$ cat config.mk
export PLATFORM = sky130hd
export DESIGN_NAME = adc_offset_calibrator
export DESIGN_NICKNAME = d
export VERILOG_FILES = /design/src/rtl/adc_offset_calibrator.sv
export SDC_FILE = /design/constraint.sdc
export NUM_CORES = 1
export LEC_CHECK = 0
export ABC_AREA = 1
export CELL_PAD_IN_SITES_DETAIL_PLACEMENT = 1
export CELL_PAD_IN_SITES_GLOBAL_PLACEMENT = 1
export CORE_ASPECT_RATIO = 1.1
export CORE_MARGIN = 5
export CORE_UTILIZATION = 45
export CTS_CLUSTER_SIZE = 28
export DETAILED_ROUTE_END_ITERATION = 12
export GPL_ROUTABILITY_DRIVEN = 0
export PLACE_DENSITY_LB_ADDON = 0.1
export SYNTH_ARGS = -nofsm -noshare
export SYNTH_HDL_FRONTEND = slang
export SYNTH_SLANG_ARGS = --single-unit
$ cat constraint.sdc
create_clock -name clk -period 4.75 [get_ports clk]
set_input_delay 0.7125 -clock clk [delete_from_list [all_inputs] [get_ports clk]]
set_output_delay 0.7125 -clock clk [all_outputs]
set_load 0.05 [all_outputs]
$ cat src/rtl/adc_offset_calibrator.sv
// adc_offset_calibrator: averages ADC samples to find the zero-input code and subtracts it from the stream
//   clk          in   system clock, rising edge
//   rst_n        in   asynchronous active-low reset
//   ad_valid     in   ad_data qualifier, one sample per high cycle
//   ad_data      in   unsigned ADC sample
//   cal_start    in   single-cycle recalibration request (honoured in IDLE/READY only)
//   cal_busy     out  calibration in progress (SETTLE, ACCUM, CALC)
//   cal_done     out  one-cycle pulse when a new offset is loaded
//   offset_valid out  an offset has been computed since reset
//   offset       out  rounded mean of the averaged samples
//   corr_valid   out  qualifier for corr_data
//   corr_data    out  signed ad_data - offset, one cycle latency
module adc_offset_calibrator #(
    parameter int WIDTH    = 8,
    parameter int AVG_LOG2 = 10,
    parameter int SETTLE   = 1024
) (
    input  logic             clk,
    input  logic             rst_n,
    input  logic             ad_valid,
    input  logic [WIDTH-1:0] ad_data,
    input  logic             cal_start,
    output logic             cal_busy,
    output logic             cal_done,
    output logic             offset_valid,
    output logic [WIDTH-1:0] offset,
    output logic             corr_valid,
    output logic [WIDTH:0]   corr_data
);
    localparam int AW = WIDTH + AVG_LOG2;
    // one counter serves both the settle and the averaging phase
    localparam int CW = ($clog2(SETTLE + 1) > AVG_LOG2 + 1) ? $clog2(SETTLE + 1) : AVG_LOG2 + 1;
    localparam logic [CW-1:0] SETTLE_LAST = CW'(SETTLE - 1);
    localparam logic [CW-1:0] ACC_LAST    = CW'((1 << AVG_LOG2) - 1);

    typedef enum logic [2:0] {S_IDLE, S_SETTLE, S_ACCUM, S_CALC, S_READY} state_t;

    state_t          state_q, state_d;
    logic [CW-1:0]   cnt_q, cnt_d;
    logic [AW-1:0]   acc_q, acc_d;
    logic [WIDTH-1:0] offset_q, offset_d;
    logic            offset_valid_q, offset_valid_d;
    logic            cal_done_q, cal_done_d;
    logic            corr_valid_q, corr_valid_d;
    logic [WIDTH:0]  corr_data_q, corr_data_d;
    logic [WIDTH:0]  rnd;

    always_comb begin
        state_d        = state_q;
        cnt_d          = cnt_q;
        acc_d          = acc_q;
        offset_d       = offset_q;
        offset_valid_d = offset_valid_q;
        cal_done_d     = 1'b0;
        // round half up; the extra bit catches the all-ones + carry case
        rnd            = {1'b0, acc_q[AW-1:AVG_LOG2]} + {{WIDTH{1'b0}}, acc_q[AVG_LOG2-1]};
        corr_valid_d   = ad_valid & offset_valid_q;
        corr_data_d    = {1'b0, ad_data} - {1'b0, offset_q};
        case (state_q)
            S_IDLE, S_READY: begin
                if (cal_start) begin
                    state_d = S_SETTLE;
                    cnt_d   = '0;
                end
            end
            S_SETTLE: begin
                if (SETTLE == 0) begin
                    state_d = S_ACCUM;
                    cnt_d   = '0;
                    acc_d   = '0;
                end else if (ad_valid) begin
                    state_d = (cnt_q == SETTLE_LAST) ? S_ACCUM : S_SETTLE;
                    cnt_d   = (cnt_q == SETTLE_LAST) ? '0 : cnt_q + 1'b1;
                    acc_d   = '0;
                end
            end
            S_ACCUM: begin
                if (ad_valid) begin
                    acc_d   = acc_q + AW'(ad_data);
                    state_d = (cnt_q == ACC_LAST) ? S_CALC : S_ACCUM;
                    cnt_d   = (cnt_q == ACC_LAST) ? '0 : cnt_q + 1'b1;
                end
            end
            S_CALC: begin
                offset_d       = rnd[WIDTH] ? '1 : rnd[WIDTH-1:0];
                offset_valid_d = 1'b1;
                cal_done_d     = 1'b1;
                state_d        = S_READY;
            end
            default: state_d = S_IDLE;
        endcase
    end

    always_ff @(posedge clk or negedge rst_n) begin
        if (!rst_n) begin
            state_q        <= S_SETTLE;
            cnt_q          <= '0;
            acc_q          <= '0;
            offset_q       <= '0;
            offset_valid_q <= 1'b0;
            cal_done_q     <= 1'b0;
            corr_valid_q   <= 1'b0;
            corr_data_q    <= '0;
        end else begin
            state_q        <= state_d;
            cnt_q          <= cnt_d;
            acc_q          <= acc_d;
            offset_q       <= offset_d;
            offset_valid_q <= offset_valid_d;
            cal_done_q     <= cal_done_d;
            corr_valid_q   <= corr_valid_d;
            corr_data_q    <= corr_data_d;
        end
    end

    assign cal_busy     = (state_q == S_SETTLE) || (state_q == S_ACCUM) || (state_q == S_CALC);
    assign cal_done     = cal_done_q;
    assign offset_valid = offset_valid_q;
    assign offset       = offset_q;
    assign corr_valid   = corr_valid_q;
    assign corr_data    = corr_data_q;
endmodule

==> flow_metrics.py <==
metrics = {
    "outcome": {
        "outcome": "completed",
    },
    "synthesis": {
        "synth_edf_count": 0,
        "yosysWarnings": 0,
        "synth.area.mux_share_pct": 0,
        "synthAdderAreaFrac_pct": 8.71,
        "synth_nets": 420,
        "synthArstFlopShare_pct": 100,
        "avgSynthCellArea_um2": 8.24,
        "netlist_area_um2": 3190,
        "synth_compound_area_share_pct": 12.2,
        "synth-seq-cells": 52,
        "ys_types": 43,
        "synth_xor_area_share_pct": 3.84,
        "ys.flop_type": "dfrtp_1",
        "syn_inst": 387,
        "synth_top_family_by_area": "simple AND/OR/NAND/NOR gates",
        "ys_seq_area_share_pct": 40.8,
        "synth-simple-area-share_pct": 26.8,
    },
    "routing": {
        "vias": 2679,
        "drcViolationCount": 0,
        "ant_nets": 0,
        "drt-vias-per-instance": 5.25,
        "wire_per_inst_um": 16.1,
        "drt_iter0_markers": 64,
        "first_pass_iters": 4,
        "drt_wl_total_um": 8220,
    },
    "worst_setup_path": {
        "crit_family": "simple AND/OR/NAND/NOR gates",
        "critPathSlowestCell": "clkdlybuf4s50_1",
        "critPathMaxStageDelay_ns": 0.49,
        "reg2reg_depth": 12,
        "worstPathCellList": "clkdlybuf4s50_1 > ha_1 > inv_1 > fa_1 > inv_1 > nand2_1 > o21ai_1 > nand2_1 > nand2_1 > nand3_1 > nand2_1 > nand2_1 > nor2_1",
        "cp_num_buf_inv": 3,
        "crit_required_ns": 5.00,
        "startpoint_type": "primary input",
        "critPathArrivalTime_ns": 2.96,
        "worstSetupEndpointType": "register",
        "worstSetupPathType": "primary input to register",
        "crit_cells": 13,
        "cpMostUsedCell": "nand2_1",
        "critPathMaxFanout": 5,
    },
    "global_route": {
        "grt_util_met2_pct": 33.7,
        "grt.busiest_layer": "met2",
        "grt.total_usage_pct": 19.6,
        "gr-total-overflow": 0,
        "grt_max_degree": 53,
        "antenna_found_initial": 0,
        "grt_use_met3_pct": 2.93,
        "grt_pass1_wl_um": 14300,
        "grtUsageMet1_pct": 25.5,
        "grt_pass1_vias": 2941,
    },
    "sta": {
        "tns_ns": 0,
        "fin_skew_ns": 0.00974,
        "relSlewSlack_pct": 53.5,
        "max_freq_ghz": 0.369,
        "fin_crit_ns": 2.71,
        "worst_slack_ns": 2.04,
        "period_share_pct": 57.0,
        "setup_viol": 0,
        "worst_slew_pin_slew_ns": 0.698,
        "timing.hold.ws_ns": 0.505,
        "hold_viol_final": 0,
        "slew_violations": 0,
        "rsz0062_at_grt": "false",
    },
    "finish": {
        "fillCellCount": 863,
        "final_layout_size_suffix_gt1_share_pct": 12.0,
        "layout_commonest_cell": "nand2_1",
        "antenna_cells": 0,
        "mostFrequentLayoutCells": "nand2_1 (77), dfrtp_1 (51), inv_1 (50)",
        "area_delta_synth_final_pct": 17.5,
        "nNetsFinal": 457,
    },
    "floorplan": {
        "core_um2": 6970,
        "ioPinCount": 33,
        "num_rows": 32,
        "die-height_um": 98.3,
        "die-area_um2": 8870,
        "die_x_um": 90.3,
        "start_util_pct": 45.8,
    },
    "clock_network": {
        "cts_buffers": 5,
        "cts_tree": "built",
        "clock_path_buffers": 2,
        "cts_root_buf": "clkbuf_8",
        "htree_levels": 2,
        "cts_resized": 0,
        "clkSinkCount": 52,
        "cts.reportedPaths.clkPinSlew_ns": 0.10,
        "cts_hold_buf": 0,
        "clk_latency_ns": 0.32,
        "post-cts-setup-buffers": 0,
    },
    "min_path": {
        "hp-class": "primary input to async pin",
    },
    "placement": {
        "numPortBuffers": 32,
        "place_hpwl_um": 6200,
        "dp_slack_ns": 1.75,
    },
    "run": {
        "max-cap-violations": 0,
    },
    "pwr": {
        "p_leak_nw": 1.76,
        "total_power_mw": 1.31,
        "vdd_ir_drop_max_mv": 0.146,
        "pwr_density_cell_nw_per_um2": 348,
    },
}
==> state kept, by name, summed over array words and instances (netlist names) <==
signal and cells:
state_q 3, corr_data 9, cal_done 1, offset_valid 1, cnt_q 11, offset 8
acc_q 18, corr_valid 1
==> worst paths after layout <==
kind	from	end	slack (ns)
setup / recovery	ad_data[0]	acc_q[10]$_DFFE_PN0P_	2.04
hold / removal	rst_n	corr_data[6]$_DFF_PN0_	0.50
setup reg to reg	acc_q[0]$_DFFE_PN0P_	acc_q[10]$_DFFE_PN0P_	2.57
hold reg to reg	acc_q[3]$_DFFE_PN0P_	acc_q[3]$_DFFE_PN0P_	0.51
max in group asynchronous	rst_n	acc_q[7]$_DFFE_PN0P_	3.76
min in group clk	acc_q[3]$_DFFE_PN0P_	acc_q[3]$_DFFE_PN0P_	0.51
==> Yosys cell counts, types with 2 or more instances <==
master / count / area (um^2)
a21oi_1: 19 / 95.1
o21bai_1: 3 / 22.5
xnor2_1: 5 / 43.8
o21ai_0: 14 / 70.1
o21ai_2: 6 / 52.6
a31oi_1: 2 / 12.5
nand2_1: 77 / 289
o21ai_1: 2 / 10.0
xor2_1: 9 / 78.8
nand3_2: 3 / 30.0
nand3_1: 24 / 120
ha_1: 19 / 238
o31ai_1: 2 / 15.0
nand3b_1: 3 / 22.5
nor2_4: 2 / 22.5
nor2_1: 38 / 143
inv_1: 50 / 188
or2_2: 3 / 18.8
dfrtp_1: 51 / 1280
nor2_2: 4 / 25.0
inv_2: 4 / 15.0
a22oi_1: 4 / 30.0
buf_2: 2 / 10.0
fa_1: 2 / 40.0
nand2_2: 11 / 68.8
nor3_1: 4 / 20.0
o22ai_1: 2 / 12.5
nand4_1: 7 / 43.8
==> power by group <==
part	total, mW	internal (mW)	switching [mW]
clock network	0.422	0.263	0.158
logic	0.371	0.117	0.254
registers	0.513	0.478	0.0346
==> per-layer routing <==
layer	vias to the layer above	part of all wire, %
met5	-	0
met4	0	1.7
li1	1335	-
met2	43	50
met3	17	2.8
met1	1284	46
==> worst reg2reg max path: cells and delay by family (launching register included) <==
family,cells,cell delay (ns)
AND/OR/NAND/NOR,7,0.75
adder cells (fa/ha/maj),2,0.56
flip-flops,1,0.37
AO/OA/AOI/OAI,1,0.29
buffers and inverters,2,0.16
==> logic make-up (layout without fill, tap and decap cells) <==
group / after synthesis / count (layout)
DFF: 52 / 52
adders and majority gates: 21 / 21
AOI/OAI and AO/OA: 62 / 62
and+or+nand+nor: 180 / 180
xor gates and xnor gates: 14 / 14
buffers and inverters: 58 / 96
==> stage by stage <==
stage               utilization (%)  std cells  area, um^2
finish                         53.8        510        3750
global route                   53.8        510        3750
CTS                            53.8        510        3750
detailed placement             51.5        502        3590
global placement               51.5        502        3590
floorplan                         -        387        3190
==> final cells by class <==
cell class                      count  area [um^2]  area share (%)
Tap cell                           85          106            2.84
Sequential cell                    52         1300            34.8
Clock buffer                        5         68.8            1.84
Multi-Input combinational cell    277         1640            43.8
Clock inverter                      3         90.1            2.40
Timing Repair Buffer               33          323            8.61
Inverter                           55          214            5.71
No activity file was read; power rests on OpenSTA's default activity.
